### config.mk
export PLATFORM = sky130hd
export DESIGN_NAME = note_duration_recorder
export DESIGN_NICKNAME = d
export VERILOG_FILES = /design/src/rtl/note_duration_recorder.sv
export SDC_FILE = /design/constraint.sdc
export NUM_CORES = 1
export LEC_CHECK = 0
export ABC_AREA = 1
export CORE_ASPECT_RATIO = 1.25
export CORE_MARGIN = 2
export CORE_UTILIZATION = 36
export DETAILED_ROUTE_END_ITERATION = 16
export MAX_ROUTING_LAYER = met4
export PLACE_DENSITY = 0.61
export SETUP_SLACK_MARGIN = 0.15
export SKIP_LAST_GASP = 1
export SLEW_MARGIN = 30
export SYNTH_ARGS = -nofsm -noshare
export SYNTH_HDL_FRONTEND = slang
export SYNTH_SLANG_ARGS = --single-unit
export TNS_END_PERCENT = 10
### constraint.sdc
create_clock -name clk -period 3.3 [get_ports clk]
set_input_delay 0.825 -clock clk [delete_from_list [all_inputs] [get_ports clk]]
set_output_delay 0.825 -clock clk [all_outputs]
set_load 0.01 [all_outputs]
### src/rtl/note_duration_recorder.sv
// Measures note and rest lengths from the debounced key code in whole beat ticks
// and queues quantised (pitch, duration) entries in a first-word-fall-through buffer.
module note_duration_recorder #(
    parameter int unsigned TICK_CYCLES = 524288,
    parameter int unsigned DEPTH       = 16
) (
    input  logic                     clk,
    input  logic                     rst_n,
    input  logic                     en,
    input  logic [4:0]               key_code,
    input  logic                     rd_en,
    output logic                     rd_valid,
    output logic [4:0]               rd_pitch,
    output logic [2:0]               rd_dur,
    output logic [$clog2(DEPTH):0]   count,
    output logic                     full,
    output logic                     overflow
);

    localparam int unsigned PITCH_W = 5;
    localparam int unsigned DUR_W   = 3;
    localparam int unsigned PTR_W   = $clog2(DEPTH);
    localparam int unsigned CNT_W   = PTR_W + 1;
    localparam int unsigned PRESC_W = (TICK_CYCLES > 2) ? $clog2(TICK_CYCLES) : 1;

    localparam logic [PRESC_W-1:0] PRESC_LAST = PRESC_W'(TICK_CYCLES - 1);
    localparam logic [DUR_W-1:0]   DUR_MAX    = DUR_W'(7);
    localparam logic [CNT_W-1:0]   CNT_FULL   = CNT_W'(DEPTH);

    typedef struct packed {
        logic [PITCH_W-1:0] pitch;
        logic [DUR_W-1:0]   dur;
    } entry_t;

    typedef enum logic [1:0] {
        S_IDLE = 2'd0,
        S_HOLD = 2'd1,
        S_REST = 2'd2
    } state_t;

    state_t               state_q, state_d;
    logic [PITCH_W-1:0]   key_q, key_prev_q;
    logic [PITCH_W-1:0]   cur_pitch_q, cur_pitch_d;
    logic [PRESC_W-1:0]   presc_q, presc_d;
    logic [DUR_W-1:0]     dur_q, dur_d;
    logic [PTR_W-1:0]     wr_ptr_q, wr_ptr_d;
    logic [PTR_W-1:0]     rd_ptr_q, rd_ptr_d;
    logic [CNT_W-1:0]     count_q, count_d;
    logic                 overflow_q, overflow_d;
    entry_t               mem_q [DEPTH];

    logic                 event_c;
    logic                 counting_c;
    logic                 tick_c;
    logic [DUR_W-1:0]     dur_end_c;
    logic                 commit_c;
    logic                 seg_start_c;
    entry_t               commit_entry_c;
    logic                 commit_ok_c;
    logic                 push_c;
    logic                 pop_c;
    logic                 drop_c;
    entry_t               head_c;

    // Event detection and beat tick; a tick coinciding with an event belongs to the ending segment
    always_comb begin
        event_c    = (key_q != key_prev_q);
        counting_c = en && (state_q != S_IDLE);
        tick_c     = counting_c && (presc_q == PRESC_LAST);
        dur_end_c  = (tick_c && (dur_q != DUR_MAX)) ? dur_q + DUR_W'(1) : dur_q;
    end

    // Next-state logic and commit generation
    always_comb begin
        state_d        = state_q;
        cur_pitch_d    = cur_pitch_q;
        commit_c       = 1'b0;
        seg_start_c    = 1'b0;
        commit_entry_c = '0;
        if (!en) begin
            state_d = S_IDLE;
        end else if (event_c) begin
            case (state_q)
                S_IDLE: begin
                    if (key_q != '0) begin
                        state_d     = S_HOLD;
                        cur_pitch_d = key_q;
                        seg_start_c = 1'b1;
                    end
                end
                S_HOLD: begin
                    if (key_q == '0) begin
                        state_d        = S_REST;
                        commit_c       = 1'b1;
                        commit_entry_c = '{pitch: cur_pitch_q, dur: dur_end_c};
                        seg_start_c    = 1'b1;
                    end else if (key_q != cur_pitch_q) begin
                        commit_c       = 1'b1;
                        commit_entry_c = '{pitch: cur_pitch_q, dur: dur_end_c};
                        cur_pitch_d    = key_q;
                        seg_start_c    = 1'b1;
                    end
                end
                S_REST: begin
                    if (key_q != '0) begin
                        state_d        = S_HOLD;
                        commit_c       = 1'b1;
                        commit_entry_c = '{pitch: '0, dur: dur_end_c};
                        cur_pitch_d    = key_q;
                        seg_start_c    = 1'b1;
                    end
                end
                default: state_d = S_IDLE;
            endcase
        end
    end

    // Prescaler, duration counter and buffer bookkeeping
    always_comb begin
        presc_d    = '0;
        dur_d      = '0;
        if (en && !event_c && counting_c && !tick_c) begin
            presc_d = presc_q + PRESC_W'(1);
        end
        if (en && counting_c && !seg_start_c) begin
            dur_d = dur_end_c;
        end

        commit_ok_c = commit_c && (commit_entry_c.dur != '0);
        pop_c       = rd_en && (count_q != '0);
        // When full, a same-cycle pop frees the slot the commit needs
        push_c      = commit_ok_c && ((count_q != CNT_FULL) || rd_en);
        drop_c      = commit_ok_c && !push_c;

        wr_ptr_d   = push_c ? wr_ptr_q + PTR_W'(1) : wr_ptr_q;
        rd_ptr_d   = pop_c  ? rd_ptr_q + PTR_W'(1) : rd_ptr_q;
        overflow_d = overflow_q | drop_c;
        count_d    = count_q;
        case ({push_c, pop_c})
            2'b10:   count_d = count_q + CNT_W'(1);
            2'b01:   count_d = count_q - CNT_W'(1);
            default: count_d = count_q;
        endcase
    end

    always_ff @(posedge clk or negedge rst_n) begin
        if (!rst_n) begin
            key_q       <= '0;
            key_prev_q  <= '0;
            state_q     <= S_IDLE;
            cur_pitch_q <= '0;
            presc_q     <= '0;
            dur_q       <= '0;
            wr_ptr_q    <= '0;
            rd_ptr_q    <= '0;
            count_q     <= '0;
            overflow_q  <= 1'b0;
        end else begin
            key_q       <= key_code;
            key_prev_q  <= key_q;
            state_q     <= state_d;
            cur_pitch_q <= cur_pitch_d;
            presc_q     <= presc_d;
            dur_q       <= dur_d;
            wr_ptr_q    <= wr_ptr_d;
            rd_ptr_q    <= rd_ptr_d;
            count_q     <= count_d;
            overflow_q  <= overflow_d;
        end
    end

    // Entry storage; stale contents are masked by the empty flag on the read side
    always_ff @(posedge clk) begin
        if (push_c) begin
            mem_q[wr_ptr_q] <= commit_entry_c;
        end
    end

    always_comb begin
        head_c   = mem_q[rd_ptr_q];
        rd_valid = (count_q != '0);
        full     = (count_q == CNT_FULL);
        rd_pitch = rd_valid ? head_c.pitch : '0;
        rd_dur   = rd_valid ? head_c.dur   : '0;
        count    = count_q;
        overflow = overflow_q;
    end

endmodule

== Yosys cells after proc, flatten, opt, wreduce, memory -nomap -nowiden ==
Memory sizes are Yosys's and may differ from the RTL's.
Index checks and enable logic that the tools add are counted.

* Add/sub/neg operators: 6
* Equal/unequal tests: 16
* Multiplexer cells: 32
* Bitwise logic cells: 1
* Reduce and logical (&&, ||, !) cells: 28

{| class="wikitable"
|+ Operators by type and width
! operator !! count
|-
| 8-bit 2-to-1 mux || 4
|-
| 5-bit 2-to-1 mux || 4
|-
| 5-bit one-hot mux with 2 select lines || 2
|-
| 19-bit by 1-bit adder with 19-bit output, second input constant || 1
|-
| 19-bit == test, second input constant || 1
|-
| 19-bit 2-to-1 mux || 1
|-
| 8-bit one-hot mux with 2 select lines || 1
|-
| 1-bit logical AND || 12
|-
| 3-bit 2-to-1 mux || 4
|-
| 5-bit != test || 2
|-
| 5-bit nonzero test || 2
|-
| 1-bit 2-to-1 mux || 9
|-
| 4-bit by 1-bit adder with 4-bit output, second input constant || 2
|-
| 2-bit 2-to-1 mux || 4
|-
| 3-bit != test, second input constant || 2
|-
| 6-bit AND reduction || 1
|-
| 2-bit nonzero test || 3
|-
| 5-bit by 1-bit adder with 5-bit output, second input constant || 1
|-
| 5-bit == test, second input constant || 1
|-
| 5-bit logical NOT || 1
|-
| 5-bit != test, second input constant || 1
|-
| 5-bit by 1-bit subtractor with 5-bit output, second input constant || 1
|-
| 2-bit by 1-bit == test with 1-bit output, second input constant || 2
|-
| 2-bit == test, second input constant || 2
|-
| 13 further kinds || 19
|}

* Flip-flop bits (word level): 53
* RAM bits: 128
* Input port bits: 9
* Output and inout port bits: 16
* Logic and storage cells: 94
* Memories: 1

{| class="wikitable"
|+ Memory list
! memory !! depth !! bits a word !! rd ports !! clocked after memory_dff !! wr ports !! RTL line !! source
|-
| mem_q || 16 || 8 || 1 || 0 || 1 || 50 || <nowiki>entry_t mem_q [DEPTH];</nowiki>
|}

== Longest topological paths before layout ==
* Word-level depth: 16
* Mapped depth: 20
* Gate-level depth less buffers: 19

== Worst setup path before layout ==
OpenSTA, ideal clock, no wires.

* Kind: input to register
* From: in en
* To: reg count_q[4] (netlist: count[4])
* Data arrival time: 3.182 ns
* Required time: 3.172 ns
* Path slack: -0.010 ns
* Cell stages on the path: 18
* Buffers on the path: 2
* Cells stage by stage: buf_2 -> nand2_1 -> nor2_1 -> nand3_2 -> nand2_1 -> nand2_2 -> nand3_2 -> nand3_4 -> buf_6 -> ha_1 -> xor2_1 -> ha_1 -> a21o_1 -> nand2_1 -> o21ai_0 -> o21ai_0 -> a21oi_1 -> xor2_1

* Word-level cells in the longest chain between the ends: 14
* Elaborated cells on any way between the ends: 18
* Those cells by class: eq/ne: 2; mux: 9; reduce/logical: 7

{| class="wikitable"
|+ RTL lines
! what !! RTL line !! source
|-
| start: declaration || 9 || <nowiki>input logic en,</nowiki>
|-
| 1-bit logical AND || 68 || <nowiki>counting_c = en && (state_q != S_IDLE);</nowiki>
|-
| 1-bit logical AND || 69 || <nowiki>tick_c = counting_c && (presc_q == PRESC_LAST);</nowiki>
|-
| 1-bit logical AND || 70 || <nowiki>dur_end_c = (tick_c && (dur_q != DUR_MAX)) ? dur_q + DUR_W'(1) : dur_q;</nowiki>
|-
| 3-bit 2-to-1 mux || 70 ||
|-
| 8-bit 2-to-1 mux || 97 || <nowiki>end else if (key_q != cur_pitch_q) begin</nowiki>
|-
| 8-bit 2-to-1 mux || 92 || <nowiki>if (key_q == '0) begin</nowiki>
|-
| 8-bit one-hot mux with 2 select lines || 83 || <nowiki>case (state_q)</nowiki>
|-
| 8-bit 2-to-1 mux || 82 || <nowiki>end else if (event_c) begin</nowiki>
|-
| 8-bit 2-to-1 mux || 80 || <nowiki>if (!en) begin</nowiki>
|-
| 3-bit nonzero test || 129 || <nowiki>commit_ok_c = commit_c && (commit_entry_c.dur != '0);</nowiki>
|-
| 1-bit logical AND (*) || 129 ||
|-
| 1-bit logical AND (*) || 132 || <nowiki>push_c = commit_ok_c && ((count_q != CNT_FULL) || rd_en);</nowiki>
|-
| 2-bit by 1-bit == test with 1-bit output or 2-bit == test (tied branches) || 139 || <nowiki>case ({push_c, pop_c})</nowiki>
|-
| 5-bit one-hot mux with 2 select lines or 2-bit nonzero test (tied branches) || - ||
|-
| end signal: assignment || 167 || <nowiki>count_q <= count_d;</nowiki>
|-
| end: declaration || 48 || <nowiki>logic [CNT_W-1:0] count_q, count_d;</nowiki>
|}

Every way passes the cells marked *; elsewhere a longest branch is shown, timed or not.
A chain may end at the register's enable or synchronous reset.

== Final worst setup path ==
* From: reg rd_ptr_q[2]
* To: out rd_pitch[3]

* Word-level cells in the longest chain between the ends: 2

{| class="wikitable"
|+ RTL lines
! what !! RTL line !! source
|-
| start: declaration || 47 || <nowiki>logic [PTR_W-1:0] rd_ptr_q, rd_ptr_d;</nowiki>
|-
| start signal: assignment || 166 || <nowiki>rd_ptr_q <= rd_ptr_d;</nowiki>
|-
| memory 16 x 8 bit || - ||
|-
| 5-bit 2-to-1 mux || 183 || <nowiki>rd_pitch = rd_valid ? head_c.pitch : '0;</nowiki>
|-
| end: declaration || 13 || <nowiki>output logic [4:0] rd_pitch,</nowiki>
|}

No other way between the ends.

==> results_dict.tcl <==
set metrics [dict create \
    min_period_over_period_pct 101.0 \
    grt_max_degree 41 \
    final_nets 819 \
    synth-seq-cells 181 \
    synth_area_leaders "edfxtp_1, dfrtp_1, nor2_1" \
    die_area_um2 23310 \
    crit_arrival_ns 2.51 \
    clock-sinks 181 \
    grt_pass1_wl_um 26850 \
    maxCapViolCount 0 \
    ir_worst_vdd_v 0.0003296 \
    cellPowerDensity_nw_per_um2 508.2 \
    clk_path_buf_depth 2 \
    cts-root-buf "clkbuf_16" \
    firstDrtPassIters 4 \
    synth_top_cells_by_count "edfxtp_1, nor2_1, nand2_1" \
    drt_iter0_markers 380 \
    clk_pin_slew_worst_paths_ns 0.07 \
    synth_area_um2 7955 \
    cts_buffers 17 \
    grt_usage_pct 15.82 \
    clock_latency_ns 0.43 \
    r2r_cells 19 \
    synth_top_cell_by_area "edfxtp_1" \
    cp-start-kind "flip-flop" \
    htreeDepth 4 \
    routed-via-count 5350 \
    drc 0 \
    die_w_um 137.0 \
    drv_slew 0 \
    overflow 0 \
    routed_via_density 4.922 \
    hold_buffers 0 \
    fmax_mhz 299.9 \
    violations "negative setup slack" \
    setup_slack_ns -0.03418 \
    critPathCaptureType "primary output" \
    core_region_area_um2 21620 \
    hold_ws_ns 0.4336 \
    fin_area_um2 9493 \
    required_ns 2.47 \
    fin_crit_ns 3.334 \
    p_leak_nw 3.486 \
    post-place-ws_ns -0.1236 \
    r2r_slack_ns 0.39 \
    antenna_left 0 \
    io_pins 25 \
    r2r-end "count[4]" \
    rsz0062_at_grt "yes" \
    r2r_start "state_q[0]" \
    setup_viol 2 \
    initial_core_util_pct 36.79 \
    yosys_most_used_dff "edfxtp_1" \
    hold_path_class "primary input to asynchronous set/reset pin" \
    drt-total-wl_um 17490 \
    fin_util_pct 43.91 \
    fin_tns_setup_ns -0.04815 \
    placed_cell_area_um2 8852 \
    yosysSeqAreaShare_pct 64.99 \
    cp-startpoint "rd_ptr_q[2]" \
    drt-wirelength-per-cell_um 16.09 \
    ys_warn_count 0 \
    io_buffers 24 \
    yosysMostFrequentCell "edfxtp_1" \
    slew_headroom_pct 54.18 \
    tritoncts "built" \
    area_growth_pct 19.33 \
    syn-num-nets 751 \
    drive_gt1_share_pct 14.98 \
    place.gp.congestion 0.8453 \
    syn_inst 727 \
    yosys.area.top_type_share_pct 48.32 \
    cp-endpoint "rd_pitch[3]" \
    grt_pass1_vias 5041 \
    synth_enable_flop_cells 128 \
    num_rows 60 \
    async_reset_ff_share_pct 29.28 \
    synth.distinct_cells 39 \
    finalClockSkew_ns 0.01020 \
    antenna_cells 0 \
    syn_area_per_cell_um2 10.94 \
    outcome "finished, violations left" \
    crit_fanout 17 \
    die_h_um 170.2 \
    dp_hpwl_um 11370 \
    tightest_slew_ns 0.6873 \
    antenna_found_initial 0 \
    crit_type "flip-flop to primary output" \
    hold_viol 0 \
]
==> cells in the final DEF, fill, tap and decap left out, types with 2 or more instances in the layout <==
cell type	n
or2_1	3
dfrtp_1	51
xnor2_1	7
clkinv_4	2
nor3_1	5
clkbuf_16	19
nor3b_1	2
nand3_1	27
nor2_2	10
nor3_2	2
buf_12	2
dlymetal6s2s_1	2
o21ai_0	82
a21oi_1	17
dfrtp_2	2
clkdlybuf4s50_1	20
buf_4	49
inv_2	3
inv_4	3
nand3_2	2
nor2_1	122
inv_1	45
o221ai_1	21
xor2_1	13
o22ai_1	10
nand2_2	6
nand2_1	95
edfxtp_1	128
inv_6	4
buf_6	2
nor2_4	2
ha_1	14
inv_8	2
nand4_1	13
==> flip-flops by register name (all words and copies together) (netlist names) <==
register     flops
mem_q          128
rd_ptr_q         4
wr_ptr_q         4
count            5
key_q            5
state_q          2
key_prev_q       5
dur_q            3
cur_pitch_q      5
overflow         1
presc_q         19
==> critical path, cell delays in order, from the launching register on <==
cell and delay (ns):
dfrtp_1 0.35, clkinv_1 0.46, o221ai_1 0.34, nand3_1 0.15, a21oi_1 0.21, clkdlybuf4s50_1 0.57
==> per-stage QoR <==
step | power [mW] | instances
5_1_grt | 5.009 | 1087
4_1_cts | 4.866 | 1085
3_3_place_gp | 2.903 | 1052
2_1_floorplan | 2.776 | 727
3_5_place_dp | 2.909 | 1052
6_report | 4.824 | 1087
==> report_power, final <==
| group | switching (mW) | total [mW] | leakage (nW) | internal, mW |
|---|---|---|---|---|
| sequential | 0.0379 | 2.52 | 1.73 | 2.49 |
| clock | 0.911 | 1.97 | 0.293 | 1.06 |
| combinational | 0.224 | 0.333 | 1.46 | 0.109 |
| total | 1.17 | 4.82 | 3.49 | 3.65 |
==> metal layers <==
metal	share of wire, %	GRT usage (%)	vias to the layer above	routed length [um]
li1	-	-	2669	-
met1	44	20.28	2526	7766
met2	49	25.03	133	8561
met3	4.6	2.860	22	812
met4	2.0	5.917	0	349
met5	0	-	-	0
==> logic make-up after synthesis <==
| kind of cell | Yosys count | synth area share, % |
|---|---|---|
| AOI/OAI and AO/OA | 138 | 10.16 |
| adders and majority gates | 15 | 2.359 |
| xor gates and xnor gates | 20 | 2.202 |
| DFF | 181 | 64.99 |
| and+or+nand+nor | 295 | 16.39 |
| buffers and inverters | 78 | 3.901 |
==> area by class of cell <==
type                            instances  area (um2)
Clock buffer                           19       464.2
Sequential cell                       181        5172
Multi-Input combinational cell        468        2511
Inverter                               49       187.7
Fill cell                            2041       12130
Clock inverter                         13       113.9
Tap cell                              279       349.1
Timing Repair Buffer                   78       694.4
==> how the worst min path moves through the flow <==
stage                    endpoint  slack (ns)  cells past startpoint
detailed placement  key_prev_q[3]        0.44                      0
CTS                      count[1]        0.44                      1
finish                   count[1]        0.43                      1
global placement    key_prev_q[3]        0.43                      0
floorplan           key_prev_q[2]        0.41                      0
global route        key_prev_q[3]        0.47                      0
==> timing repair <==
item,in CTS,in global routing
setup endpoints to repair,8,9
endpoints found under the hold margin,0,0
pin swaps,1,3
gates cloned,0,1
gates resized for setup,3,6
buffers inserted,1,1
No activity file was read; power rests on OpenSTA's default activity.
